<file path="src/rtl/line_word_buffer.sv">
// line_word_buffer: single-line staging buffer between the L1 datapath and a
// burst memory port. Assembles a line from fill beats, serves word reads as
// soon as the beat holding the word has landed (early restart), merges
// byte-masked word writes and drains the line back out in beats for writeback.
//
// Ports:
//   i_clk, i_rst_n                 clock, async active-low reset
//   i_fill_start                   begin a new line fill (pulse, IDLE only)
//   i_fill_beat_valid/_data        incoming beat, beat 0 = line bits [BEAT_WIDTH-1:0]
//   o_fill_beat_ready              buffer accepts a beat (high throughout FILL)
//   i_wb_start                     begin writeback drain (pulse, needs a valid line)
//   o_wb_beat_valid/_data          outgoing beat, held stable until accepted
//   i_wb_beat_ready                memory accepts the current beat
//   i_rd_req/_offset               word read; o_rd_data/o_rd_valid one cycle later
//   i_wr_req/_offset/_data/_be     byte-masked word write; o_wr_ack one cycle later
//   o_line_valid                   every beat of the line is present
//   o_line_dirty                   line modified since fill
//   o_busy                         FILL or WB in progress
module line_word_buffer #(
  parameter int unsigned WORD_WIDTH = 16,
  parameter int unsigned WORDS      = 8,
  parameter int unsigned BEAT_WIDTH = 64,
  localparam int unsigned LINE_WIDTH   = WORD_WIDTH * WORDS,
  localparam int unsigned BEATS        = LINE_WIDTH / BEAT_WIDTH,
  localparam int unsigned OFFSET_WIDTH = $clog2(WORDS),
  localparam int unsigned BE_WIDTH     = WORD_WIDTH / 8,
  localparam int unsigned WPB          = BEAT_WIDTH / WORD_WIDTH
) (
  input  logic                    i_clk,
  input  logic                    i_rst_n,
  input  logic                    i_fill_start,
  input  logic                    i_fill_beat_valid,
  input  logic [BEAT_WIDTH-1:0]   i_fill_beat_data,
  output logic                    o_fill_beat_ready,
  input  logic                    i_wb_start,
  output logic                    o_wb_beat_valid,
  output logic [BEAT_WIDTH-1:0]   o_wb_beat_data,
  input  logic                    i_wb_beat_ready,
  input  logic                    i_rd_req,
  input  logic [OFFSET_WIDTH-1:0] i_rd_offset,
  output logic [WORD_WIDTH-1:0]   o_rd_data,
  output logic                    o_rd_valid,
  input  logic                    i_wr_req,
  input  logic [OFFSET_WIDTH-1:0] i_wr_offset,
  input  logic [WORD_WIDTH-1:0]   i_wr_data,
  input  logic [BE_WIDTH-1:0]     i_wr_be,
  output logic                    o_wr_ack,
  output logic                    o_line_valid,
  output logic                    o_line_dirty,
  output logic                    o_busy
);

  // A 1-bit counter is kept even for a single-beat line; it simply stays at 0.
  localparam int unsigned CNT_W = (BEATS > 1) ? $clog2(BEATS) : 1;

  typedef enum logic [1:0] {StIdle, StFill, StWb} state_e;

  state_e                          r_state;
  logic [CNT_W-1:0]                r_fill_cnt;
  logic [CNT_W-1:0]                r_wb_cnt;
  logic [BEATS-1:0]                r_beat_present;
  logic                            r_line_valid;
  logic                            r_line_dirty;
  logic                            r_rd_valid;
  logic [WORD_WIDTH-1:0]           r_rd_data;
  logic                            r_wr_ack;
  logic                            r_wb_valid;
  logic                            r_fill_ready;

  logic [WORDS-1:0][WORD_WIDTH-1:0] w_words;
  logic [BEATS-1:0][BEAT_WIDTH-1:0] w_beats;
  logic                             w_fill_fire;
  logic                             w_fill_last;
  logic                             w_wb_fire;
  logic                             w_wb_last;
  logic                             w_wr_fire;
  logic                             w_rd_hit;
  logic [CNT_W-1:0]                 w_rd_beat;

  assign w_fill_fire = r_fill_ready & i_fill_beat_valid;
  assign w_fill_last = (r_fill_cnt == CNT_W'(BEATS - 1));
  assign w_wb_fire   = r_wb_valid & i_wb_beat_ready;
  assign w_wb_last   = (r_wb_cnt == CNT_W'(BEATS - 1));
  assign w_wr_fire   = i_wr_req & (r_state == StIdle) & r_line_valid;
  assign w_rd_beat   = CNT_W'(32'(i_rd_offset) / WPB);
  // Presence mask is the registered value, so a beat landing on this edge
  // only becomes readable next cycle.
  assign w_rd_hit    = i_rd_req & r_beat_present[w_rd_beat];

  // Line storage, one byte lane at a time. Fill and write never coincide:
  // fills only happen in FILL, writes only in IDLE.
  for (genvar w = 0; w < WORDS; w++) begin : g_word
    for (genvar b = 0; b < BE_WIDTH; b++) begin : g_byte
      logic [7:0] r_byte;
      always_ff @(posedge i_clk) begin
        if (w_fill_fire && (r_fill_cnt == CNT_W'(w / WPB))) begin
          r_byte <= i_fill_beat_data[(w % WPB) * WORD_WIDTH + b * 8 +: 8];
        end else if (w_wr_fire && i_wr_be[b] && (i_wr_offset == OFFSET_WIDTH'(w))) begin
          r_byte <= i_wr_data[b * 8 +: 8];
        end
      end
      assign w_words[w][b * 8 +: 8] = r_byte;
    end
  end

  assign w_beats = w_words;

  always_ff @(posedge i_clk or negedge i_rst_n) begin
    if (!i_rst_n) begin
      r_state        <= StIdle;
      r_fill_cnt     <= '0;
      r_wb_cnt       <= '0;
      r_beat_present <= '0;
      r_line_valid   <= 1'b0;
      r_line_dirty   <= 1'b0;
      r_rd_valid     <= 1'b0;
      r_rd_data      <= '0;
      r_wr_ack       <= 1'b0;
      r_wb_valid     <= 1'b0;
      r_fill_ready   <= 1'b0;
    end else begin
      // Read samples storage before any write on this edge: read-before-write.
      r_rd_valid <= w_rd_hit;
      if (w_rd_hit) begin
        r_rd_data <= w_words[i_rd_offset];
      end

      r_wr_ack <= w_wr_fire;
      if (w_wr_fire && (|i_wr_be)) begin
        r_line_dirty <= 1'b1;
      end

      unique case (r_state)
        StIdle: begin
          if (i_wb_start && r_line_valid) begin
            r_state    <= StWb;
            r_wb_cnt   <= '0;
            r_wb_valid <= 1'b1;
          end else if (i_fill_start) begin
            r_state        <= StFill;
            r_fill_cnt     <= '0;
            r_beat_present <= '0;
            r_line_valid   <= 1'b0;
            r_line_dirty   <= 1'b0;
            r_fill_ready   <= 1'b1;
          end
        end
        StFill: begin
          if (w_fill_fire) begin
            r_beat_present[r_fill_cnt] <= 1'b1;
            r_fill_cnt <= w_fill_last ? '0 : r_fill_cnt + 1'b1;
            if (w_fill_last) begin
              r_line_valid <= 1'b1;
              r_fill_ready <= 1'b0;
              r_state      <= StIdle;
            end
          end
        end
        StWb: begin
          if (w_wb_fire) begin
            r_wb_cnt <= w_wb_last ? '0 : r_wb_cnt + 1'b1;
            if (w_wb_last) begin
              r_line_dirty <= 1'b0;
              r_wb_valid   <= 1'b0;
              r_state      <= StIdle;
            end
          end
        end
        default: r_state <= StIdle;
      endcase
    end
  end

  // Storage is frozen during WB, so the selected beat holds under backpressure.
  assign o_wb_beat_data    = w_beats[r_wb_cnt];
  assign o_wb_beat_valid   = r_wb_valid;
  assign o_fill_beat_ready = r_fill_ready;
  assign o_rd_data         = r_rd_data;
  assign o_rd_valid        = r_rd_valid;
  assign o_wr_ack          = r_wr_ack;
  assign o_line_valid      = r_line_valid;
  assign o_line_dirty      = r_line_dirty;
  assign o_busy            = (r_state != StIdle);

endmodule

</file>
<file path="config.mk">
export PLATFORM = sky130hd
export DESIGN_NAME = line_word_buffer
export DESIGN_NICKNAME = d
export VERILOG_FILES = /design/src/rtl/line_word_buffer.sv
export SDC_FILE = /design/constraint.sdc
export NUM_CORES = 1
export LEC_CHECK = 0
export CAP_MARGIN = 25
export CORE_ASPECT_RATIO = 1.5
export CORE_MARGIN = 8
export CORE_UTILIZATION = 34
export DETAILED_ROUTE_END_ITERATION = 16
export HOLD_SLACK_MARGIN = 0.05
export PLACE_DENSITY_LB_ADDON = 0.25
export SLEW_MARGIN = 10
export SYNTH_ARGS = -nofsm -noshare
export SYNTH_HDL_FRONTEND = slang
export SYNTH_SLANG_ARGS = --single-unit
export TNS_END_PERCENT = 30
</file>
<file path="constraint.sdc">
create_clock -name i_clk -period 1.8 [get_ports i_clk]
set_input_delay 0.27 -clock i_clk [delete_from_list [all_inputs] [get_ports i_clk]]
set_output_delay 0.27 -clock i_clk [all_outputs]
set_load 0.02 [all_outputs]
</file>
After elaboration in Yosys (flattened, before gate mapping)
Cells that the tools add are included.
- $add $sub $neg: 2
- magnitude comparators: 5
- equality and inequality tests: 17
- muxes and demuxes: 78
- bitwise operators: 7
- reductions and logical operators: 50
- operators by type and width (kind ; number):
    two-way mux 8 bit ; 32
    two-way mux 64 bit ; 2
    binary-select mux 16 bit (select 3 bit) ; 1
    nonzero test 2 bit ; 19
    two-way mux 1 bit ; 24
    logical AND 1 bit ; 23
    two-way mux 2 bit ; 9
    two-way mux 16 bit ; 1
    equality test 3 bit, second input constant ; 4
    != test 2 bit, second input constant ; 6
    one-hot mux 1 bit (2 select lines) ; 6
    AND reduction 5 bit ; 2
    AND reduction 4 bit ; 2
    equality test 3 x 2 -> 1 bit, second input constant ; 2
    < comparator 1 x 2 -> 1 bit, second input constant ; 3
    one-hot mux 2 bit (3 select lines) ; 1
    AND 1 bit ; 5
    < comparator 3 x 4 -> 1 bit, second input constant ; 1
    one-hot mux 2 bit (2 select lines) ; 1
    equality test 3 x 1 -> 1 bit, second input constant ; 1
    logical NOT 3 bit ; 1
    != test 3 x 2 -> 1 bit, second input constant ; 1
    AND reduction 3 bit ; 1
    adder 1 bit, second input constant ; 2
    9 further kinds ; 9
- register bits: 156
- output and inout bits: 87
- logic and storage cells: 186

Depth between registers and ports, before layout
- depth in word-level cells: 8
- depth in mapped cells: 5
- mapped depth without buffers: 3

Least setup slack after synthesis
Ideal clock, no wire load.
- path type: register to register
- start: reg r_line_valid (netlist: o_line_valid)
- end: reg g_word[0].g_byte[0].r_byte[0] (enable)
- setup time: 0.384 ns
- data arrival time: 1.715 ns
- data required time: 1.416 ns
- slack: -0.299 ns
- stages on the path, launching flop included: 5
- path buffers: 1
- period minus slack after synthesis: 2.099 ns
- cells stage by stage: dfrtp_1 -> nor4bb_1 -> clkbuf_1 -> nand3b_1 -> o21ai_0
- cells in the longest elaborated chain, start to end: 4
- ends and longest elaborated chain (item ; RTL line ; source):
    start, declared ; 62 ; logic r_line_valid;
    start signal, assigned ; 114 ; r_line_valid <= 1'b0;
    start signal, assigned ; 143 ; r_line_valid <= 1'b0;
    start signal, assigned ; 153 ; r_line_valid <= 1'b1;
    AND 1 bit ; 84 ; assign w_wr_fire = i_wr_req & (r_state == StIdle) & r_line_valid;
    net w_wr_fire ; 76 ; logic w_wr_fire;
    logical AND 1 bit (2 in a row) ; 98 ; end else if (w_wr_fire && i_wr_be[b] && (i_wr_offset == OFFSET_WIDTH'(w))) begin
    nonzero test 2 bit (no line) ; -- ;
    end signal, assigned ; 97 ; r_byte <= i_fill_beat_data[(w % WPB) * WORD_WIDTH + b * 8 +: 8];
    end signal, assigned ; 99 ; r_byte <= i_wr_data[b * 8 +: 8];
    end, declared ; 94 ; logic [7:0] r_byte;
The timed path passes the listed nets, and every way through them passes these cells.
A chain may end at the register's enable or synchronous reset.

Final worst setup path
- start: reg r_wb_cnt
- end: out o_wb_beat_data[52]
- cells in the longest elaborated chain, start to end: 2
- ends and longest elaborated chain (item ; RTL line ; source):
    start, declared ; 60 ; logic [CNT_W-1:0] r_wb_cnt;
    start signal, assigned ; 161 ; r_wb_cnt <= w_wb_last ? '0 : r_wb_cnt + 1'b1;
    two-way mux 64 bit (implied by the code) (2 in a row) ; 175 ; assign o_wb_beat_data = w_beats[r_wb_cnt];
    end, declared ; 37 ; output logic [BEAT_WIDTH-1:0] o_wb_beat_data,
Every way passes these cells. The select of a mux whose other input is x is not followed.

==> reports/metrics.csv <==
stage,metric,value,unit
global_routing,largest net degree at the start of global routing,41,
critical_path,buffering stage count on the worst path with inverters included,4,
place,routability cong.,0.810,
critical_path,internal reg-to-reg setup slack,0.06,ns
timing,final cycle utilization of the critical path,1.12,
cts,Clock transition at path regs,0.07,ns
critical_path,CP max-delay cell,dfrtp_2,
detailed_routing,residual DRC count,0,
floorplan,Core Area,0.0237,mm2
timing,final count of hold timing violations,0,
cells_and_area,fraction of layout instances using a drive strength above 1,0.289,
yosys,count of unique library cells instantiated by Yosys,37,
critical_path,critical-path cell list,"buf_8, buf_12, buf_16, mux2_4, buf_6",
run,Max-Cap Viols,0,
yosys,post-synthesis net count,790,
global_routing,initial antenna violation count,1,
detailed_routing,amount of wire on met2 after detailed routing,14800,um
cells_and_area,final cell area excluding filler cells,0.0116,mm2
global_routing,wire length of the first global-routing pass,40300,um
yosys,top cell types by occurrence after synthesis,"nand2_1 (151), edfxtp_1 (128), mux2_2 (96)",
cts,count of H-tree levels built during CTS,4,
place,dpl hpwl,20100,um
floorplan,site row count,69,
floorplan,starting density of the core,0.346,
yosys,Post-synth EDFFs,128,
detailed_routing,highest metal layer used by the detailed router,met5,
yosys,post-synth design cell area,0.00819,mm2
timing,count of endpoints failing setup in the final report,63,
cts,clock latency reported for the late side of the worst-skew pair,0.43,ns
yosys,post-synthesis cell count,694,
cts,TritonCTS clock tree,done,
cells_and_area,area added between synthesis and finish,41.2,%
run_status,failing checks,setup timing,
detailed_routing,routed vias,6462,
detailed_routing,detailed-route wire length,28000,um
yosys,register area share after synthesis,0.555,
cells_and_area,share of the core filled with cells in the final layout,0.489,
timing,Final WS setup,-0.211,ns
detailed_routing,ratio of routed vias to standard cells,5.20,
timing,slew margin rel.,0.409,
critical_path,largest fanout on the critical path,6,
critical_path,Worst Setup Path Type,flop to output pin,
critical_path,Worst Setup End Kind,output pin,
yosys,leading post-synthesis cells by cell area,"edfxtp_1 (47%), mux2_2 (13%), dfrtp_1 (8.6%)",
timing,count of pins over their slew limit,0,
cells_and_area,Layout Nets,1006,
floorplan,die extent in y,206,um
global_routing,global-route total usage across every layer,0.188,
detailed_routing,remaining number of nets flagged by the antenna check after routing,0,
detailed_routing,met1 wire length,10800,um
yosys,average size of a mapped cell,11.8,um2
place,port bufs,182,
power_and_ir_drop,PnR Total Power,0.00880,W
timing,final-layout setup total negative slack,-9.49,ns
min_path,Tightest Hold Check Type,primary input to flop,
timing,minimum period implied by the final worst setup slack,2.01,ns
critical_path,Max stage delay on crit path,0.42,ns
floorplan,die area,0.0294,mm2
power_and_ir_drop,Peak VDD IR,654,uV
detailed_routing,Routed met3 length,1630,um
yosys,Synth Flop Type,edfxtp_1,
cts,clk sink count,156,
yosys,register bit total from synthesis,156,
power_and_ir_drop,total power divided by cell area,761,mW/mm2
timing,final worst hold slack,0.426,ns
critical_path,Critical Path Start Type,flop,
yosys,share of flip-flops with an asynchronous set or reset,0.179,
run_status,outcome,"complete, but fails checks",
floorplan,number of I/O pins,183,
detailed_routing,number of DRC violations after detailed-routing iteration 0,463,
detailed_routing,average routed wire per standard cell,22.5,um
power_and_ir_drop,leakage power,4.73,nW
yosys,leading area contributor after synthesis,edfxtp_1,
cts,Clock Tree Buf Depth,2,
cts,clock root cell,clkbuf_16,
floorplan,Chip Width,143,um
yosys,post-synth top area share,0.469,
yosys,most used standard cell by instance count after synthesis,nand2_1,
critical_path,category of cells accounting for the largest share of critical-path delay,buffers and inverters,
cts,CTS Buf Count,17,
yosys,Yosys Warn Count,0,
timing,slew at the pin with the worst max-slew slack,0.886,ns
place,total placed instance area,0.0107,mm2
critical_path,CP Data Required Time,1.53,ns
global_routing,remaining global-route overflow,0,
timing,setup repair after global routing missed its margin,yes,
timing,clk_skew,0.0148,ns
detailed_routing,drt pass-1 iters,5,
timing,fmax,0.497,GHz
critical_path,"Data arrival, critical path",1.74,ns
global_routing,via count of the first global-routing pass,6795,
## cells in the final DEF (no fill, tap or decap), types with 3 or more instances in the layout
cell and count:
a21o_1 66, a21oi_1 6, a22o_1 19, and2_1 16
buf_12 17, buf_2 13, buf_4 51, buf_6 39
bufinv_16 3, clkbuf_16 20, clkdlybuf4s50_1 112, clkinv_4 3
dfrtp_1 27, edfxtp_1 128, inv_1 3, inv_6 4
mux2_2 89, mux2_4 7, mux2i_1 34, nand2_1 151
nand2b_1 3, nand3_1 3, nand3b_1 3, nor2_1 4
o21ai_0 22, o21ai_1 16, o22ai_1 16, o31ai_1 15
## worst reg2reg max path: stages, from the launching register on
cell      delay [ns]
dfrtp_1         0.39
nor4bb_2        0.28
buf_4           0.20
nand3b_1        0.15
o21ai_1         0.21
buf_6           0.20
## final cells by class
type / instances / area, um2
Inverter: 3 / 11.3
Clock inverter: 15 / 188
Fill cell: 2168 / 12100
Multi-Input combinational cell: 489 / 3450
Antenna cell: 1 / 2.50
Tap cell: 319 / 399
Clock buffer: 17 / 425
Timing Repair Buffer: 243 / 2540
Sequential cell: 156 / 4550
## layer usage
layer  vias up  track usage
li1       2994            -
met2       235        0.337
met3        39       0.0349
met4         2       0.0781
met1      3192        0.214
met5         -            0
## cell families (layout without fill, tap and decap cells)
| kind of cell | Yosys count | count (layout) | share of synthesized area |
|---|---|---|---|
| other | 0 | 1 | 0 |
| buffers and inverters | 49 | 278 | 0.0295 |
| AO/OA/AOI/OAI | 166 | 166 | 0.140 |
| multiplexers | 131 | 131 | 0.175 |
| AND/OR/NAND/NOR | 192 | 192 | 0.100 |
| flip-flops | 156 | 156 | 0.555 |
## flip-flops by register name, summed over array words and instances, names as in the netlist
signal / count
g_word.g_byte.r_byte: 128
r_wb_cnt: 1
o_rd_valid: 1
o_wr_ack: 1
o_wb_beat_valid: 1
r_beat_present: 2
o_rd_data: 16
o_line_dirty: 1
o_line_valid: 1
o_fill_beat_ready: 1
r_state: 2
r_fill_cnt: 1
## where the power goes
group	internal (W)	switching, W
registers	0.00398	0.0000721
clock network	0.00221	0.00153
logic	0.000529	0.000473
total	0.00672	0.00208
## repair_timing
action	in CTS	in global routing
buffers inserted	3	5
cloned	2	3
gates resized for setup	294	74
hold buffers	1	0
setup endpoints to repair	67	192
pin swaps	0	3
hold endpoints to repair	28	0
## final timing paths
check,end,cells past startpoint,startpoint
setup / recovery,o_wb_beat_data[52],5,r_wb_cnt$_DFFE_PN0P_
hold / removal,o_rd_data[5]$_DFFE_PN0P_,4,i_rd_offset[0]
setup reg to reg,g_word[4].g_byte[0].r_byte[2]$_DFFE_PP_,5,r_state[1]$_DFFE_PN0P_
hold reg to reg,o_rd_data[5]$_DFFE_PN0P_,2,o_rd_data[5]$_DFFE_PN0P_
max in group asynchronous,r_wb_cnt$_DFFE_PN0P_,2,i_rst_n
min in group asynchronous,r_state[1]$_DFFE_PN0P_,2,i_rst_n
## per-stage QoR
| stage | worst slack, ns | cells |
|---|---|---|
| 2_1_floorplan | -0.101 | 694 |
| 3_3_place_gp | -0.216 | 1197 |
| 3_5_place_dp | -0.288 | 1197 |
| 4_1_cts | -0.246 | 1235 |
| 5_1_grt | -0.237 | 1242 |
| 6_report | -0.211 | 1243 |
Power figures use the tool's default switching activity.
==> variant 1: new RTL, same flow settings <==
Change the parameter `WORDS` from 8 to 4.
--- a/src/rtl/line_word_buffer.sv
+++ b/src/rtl/line_word_buffer.sv
@@ -18,7 +18,7 @@
 //   o_busy                         FILL or WB in progress
 module line_word_buffer #(
   parameter int unsigned WORD_WIDTH = 16,
-  parameter int unsigned WORDS      = 8,
+  parameter int unsigned WORDS      = 4,
   parameter int unsigned BEAT_WIDTH = 64,
   localparam int unsigned LINE_WIDTH   = WORD_WIDTH * WORDS,
   localparam int unsigned BEATS        = LINE_WIDTH / BEAT_WIDTH,
Interface: changed (resized i_rd_offset and i_wr_offset); port bits go from 183 to 181. The function was not compared with the original's and may differ.
==> variant 1 against the original RTL <==
Cell area decreased by 44%. Non-clock buffer count down 41. Synthesized area shrank 51%. Sequential cell count down 68. Worst setup slack gained 0.31 ns. Critical endpoint is now o_busy. Total power up 1.5%. Combinational power grew to 3.6 times the old value. Fmax is 18% higher. Wire length down 52%. Clock skew fell by 0.0075 ns.
==> variant 1: results (changes against the original RTL) <==
* Synth unique cells at 29 (was 37)
* Net count after synthesis at 453 (was 790)
* Vias per std cell at 4.81 (was 5.20)
* Aggregate global-route resource usage at 0.174 (was 0.188)
* Flop-to-flop setup slack at 0.13 ns (was 0.06 ns)
* H-tree depth at 3 (was 4)
* Internal power at 5.86 mW (was 6.72 mW)
* Worst Path Max Fanout at 8 (was 6)
* DRT iter0 DRCs at 136 (was 463)
* Share of layout cells above drive strength 1 at 0.0984 (was 0.289)
* R2r endpoint: g_word[0].g_byte[0].r_byte[5] (was g_word[4].g_byte[0].r_byte[2])
* Final wirelength at 13.5 mm (was 28.0 mm)
* Worst Hold Class: in -> async (was in -> reg)
* VDD IR max at 651 uV (was 654 uV)
* Post-CTS setup buffers at 0 (was 3)
* Grt met2 use at 0.321 (was 0.337)
* Worst-Skew Late Latency at 0.34 ns (was 0.43 ns)
* Clock Skews at 0.00731 ns (was 0.0148 ns)
* Max layer used: met4 (was met5)
* Top cells by count, synth: 166 x nand2_1, 64 x edfxtp_1, 32 x mux2i_1, 24 x dfrtp_1 (was 151 x nand2_1, 128 x edfxtp_1, 96 x mux2_2, 66 x a21o_1, 38 x o21ai_0)
* Post-Place Cells at 693 (was 1197)
* Final-stage net count at 648 (was 1006)
* LEAKAGE at 2.72 nW (was 4.73 nW)
* HPWL Detailed at 10.6 mm (was 20.1 mm)
* Reg2reg path depth at 4 (was 5)
* FFs w/ async S/R, synth at 0.273 (was 0.179)
* First-pass GRT wire length at 20.6 mm (was 40.3 mm)
* Mapped Cells at 359 (was 694)
* Crit path capture: o_busy (was o_wb_beat_data[52])
* Crit path max-delay family: flip-flops (was buffers and inverters)
* GRT met1 Usage at 0.167 (was 0.214)
* Status: complete, no violations (was finished, violations left)
* CP Launch Point: r_state[0] (was r_wb_cnt)
* Sequential fraction of the synthesis area at 0.630 (was 0.555)
* Post-CTS Resized at 1 (was 294)
* Router iterations before antenna repair at 4 (was 5)
* Vias in the first global route at 3804 (was 6795)
* Met3 Wirelength at 1.02 mm (was 1.63 mm)
* Routability cong. at 0.842 (was 0.810)
* Largest cells by area after synthesis: edfxtp_1 48%, nand2_1 16%, dfrtp_1 15%, mux2i_1 8.0%, o221ai_2 3.8% (was edfxtp_1 47%, mux2_2 13%, dfrtp_1 8.6%, nand2_1 6.9%, a21o_1 6.1%)
* Critical Path AT at 1.43 ns (was 1.74 ns)
* Port bufs at 180 (was 182)
* Fin worst setup slack at 0.103 ns (was -0.211 ns)
* M1 WL at 4.62 mm (was 10.8 mm)
* WL met2 at 7.39 mm (was 14.8 mm)
* Global routing met3 resource utilization at 0.0653 (was 0.0349)
* CTS buffer count at 9 (was 17)
* Largest stage delay on the critical path at 0.46 ns (was 0.42 ns)
* Post-synth EDFFs at 64 (was 128)
* Drt wl/cell at 19.0 um (was 22.5 um)
* Slowest-stage cell, CP: dfrtp_1 (was dfrtp_2)
* Max reg flops at 64 (was 128)
==> variant 1: cell types whose count changed in the layout (fill, tap and decap cells not counted), moves of 15 or more <==
cell	delta
mux2_2	-89
a21o_1	-66
clkdlybuf4s50_1	+65
edfxtp_1	-64
buf_6	-39
buf_4	-31
a22o_1	-19
o21ai_0	-18
and2_1	-16
o22ai_1	-16
buf_12	-15
nand2_1	+15
o31ai_1	-15
==> variant 1: cell type report <==
class                   count  area, um^2
flip-flops and latches     88        2520
multi-input cells         248        1370
fillers                   988        5050
clock inverters             5        78.8
inverters                   5        18.8
repair buffers            202        1990
clock buffers              11         253
well taps                 150         188
diodes                      1        2.50
==> variant 1: power by group through the flow <==
stage	sequential, mW	combinational (mW)	clock [mW]
after detailed placement	3.32	3.66	0
after CTS	3.28	3.67	2.08
after global placement	3.30	3.61	0
after floorplan	3.94	1.10	0
after global routing	3.35	3.87	2.16
final	3.27	3.61	2.05
==> variant 1: worst register-to-register path, delay by kind of cell, from the launching register on <==
family	cells	cell delay, ns
AO/OA/AOI/OAI	1	0.19
buffers and inverters	1	0.22
flip-flops	1	0.46
AND/OR/NAND/NOR	2	0.50
==> variant 1: stage by stage <==
stage               instance area [um^2]  hold slack, ns  TNS [ns]  utilization
CTS                                 6420           0.322         0        0.560
global placement                    6090           0.473    -0.183        0.531
detailed placement                  6090           0.473     -1.22        0.531
finish                              6420           0.323         0        0.560
floorplan                           4010         -0.0256     -9.42            -
global route                        6420           0.352         0        0.560
==> variant 1: cells by family after synthesis <==
logic type / count (synthesis) / synth area share
compound gates: 38 / 0.0847
buf+inv: 23 / 0.0294
flops: 88 / 0.630
mux: 32 / 0.0801
simple gates: 178 / 0.175
==> variant 2: new RTL, same flow settings <==
Made on the original files. Encoding of `state_e`: now one-hot (3 bits for 3 states).
--- a/src/rtl/line_word_buffer.sv
+++ b/src/rtl/line_word_buffer.sv
@@ -53,7 +53,7 @@
   // A 1-bit counter is kept even for a single-beat line; it simply stays at 0.
   localparam int unsigned CNT_W = (BEATS > 1) ? $clog2(BEATS) : 1;
 
-  typedef enum logic [1:0] {StIdle, StFill, StWb} state_e;
+  typedef enum logic [2:0] {StIdle = 3'b001, StFill = 3'b010, StWb = 3'b100} state_e;
 
   state_e                          r_state;
   logic [CNT_W-1:0]                r_fill_cnt;
Formal check against the unedited RTL: no difference found for any inputs over 4 cycles, from zero or initial values and one cycle with i_rst_n low; so few cycles prove little.
==> variant 2 against the original RTL <==
Count of clock-buffer cells in the layout rose by 3. Wire length fell by 0.52%. The run still ends with setup timing left. Sequential share of layout area fell by 1.6 points. Cell area rose by 4.8%. Sequential cell count rose by 1. Utilization rose by 2.2 points. Worst setup slack got worse by 0.011 ns. Hold slack improved by 0.037 ns. Synthesized area rose by 0.31%. First-iteration DRC count rose by 18%. Via count rose by 0.51%.
Power is not compared: it rests on default switching activity, and its combinational part moved more than twofold at a synthesized area within 25%.
==> variant 2: results (changes against the original RTL) <==
* Final Cell Area at 12100 um^2 (was 11600 um^2)
* Post-CTS Resized at 348 (was 294)
* Mapped Cells at 716 (was 694)
* Post-Place Cells at 1234 (was 1197)
* Vias in the first global route at 6939 (was 6795)
* First-pass GRT wire length at 41.6 mm (was 40.3 mm)
* Number of non-clock inverters at 18 (was 3)
* Aggregate global-route resource usage at 0.191 (was 0.188)
* Clock Skews at 0.00972 ns (was 0.0148 ns)
* M1 WL at 11.3 mm (was 10.8 mm)
* DRT iter0 DRCs at 548 (was 463)
* Fin worst setup slack at -0.221 ns (was -0.211 ns)
* Top cells by count, synth: 161 x nand2_1, 128 x edfxtp_1, 66 x a21o_1, 65 x mux2_2, 65 x mux2i_1 (was 151 x nand2_1, 128 x edfxtp_1, 96 x mux2_2, 66 x a21o_1, 38 x o21ai_0)
* Max layer used: met4 (was met5)
* Post-CTS setup buffers at 6 (was 3)
* Reg2reg path depth at 6 (was 5)
* Global routing met3 resource utilization at 0.0409 (was 0.0349)
* # setup viols final at 116 (was 63)
* Signal buffers at 260 (was 243)
* Clk_buf instances at 20 (was 17)
* Synth unique cells at 34 (was 37)
* Status: finished, violations left (unchanged)
* GRT met1 Usage at 0.225 (was 0.214)
* Layout clock area frac at 0.0518 (was 0.0530)
* Grt met2 use at 0.337 (about the same)
* Sequential share of cell area at 0.377 (was 0.393)
* Post-synthesis compound-gate area fraction at 0.120 (was 0.140)
* Multi-input combinational area share at 0.309 (was 0.298)
* Mux cell area share after synthesis at 0.168 (was 0.175)
* Fin util at 0.511 (was 0.489)
* Placed Area at 11000 um^2 (was 10700 um^2)
* Final-layout non-clock buffer area share at 0.223 (was 0.220)
* Drt wl/cell at 21.7 um (was 22.5 um)
* Vias per std cell at 5.07 (was 5.20)
* Worst-margin pin slew at 0.842 ns (was 0.886 ns)
* Failing checks: setup timing (unchanged)
* Share of layout cells above drive strength 1 at 0.286 (was 0.289)
* WL met2 at 14.5 mm (was 14.8 mm)
* Routability cong. at 0.798 (was 0.810)
* Largest cells by area after synthesis: edfxtp_1 47%, mux2_2 8.9%, dfrtp_1 8.5%, mux2i_1 7.9%, nand2_1 7.4% (was edfxtp_1 47%, mux2_2 13%, dfrtp_1 8.6%, nand2_1 6.9%, a21o_1 6.1%)
[variant 2: changes by cell type in the layout (fill, tap and decap cells not counted), sizes merged, moves of 8 or more]
cell	before	now
a22oi	0	32
mux2	96	65
mux2i	35	65
nand3	3	24
a22o	19	0
buf	123	142
o22ai	16	0
o21ai	38	24
inv	8	19
nand2	151	161
o31ai	16	8
[variant 2: critical path: stages, from the launching register on]
cell and delay [ns]:
dfrtp_2 0.46, buf_12 0.16, buf_16 0.13, buf_12 0.10, mux2_2 0.33, buf_6 0.13
[variant 2: path summary, 6_finish.rpt]
path                              startpoint                       endpoint  slack [ns]
hold reg to reg            r_beat_present[0]              r_beat_present[0]        0.50
hold / removal                       i_rst_n                o_wb_beat_valid        0.46
max in group asynchronous            i_rst_n                       r_wb_cnt        0.79
setup / recovery                    r_wb_cnt             o_wb_beat_data[16]       -0.22
min in group i_clk         r_beat_present[0]              r_beat_present[0]        0.50
setup reg to reg                  r_state[0]  g_word[2].g_byte[1].r_byte[7]       -0.11
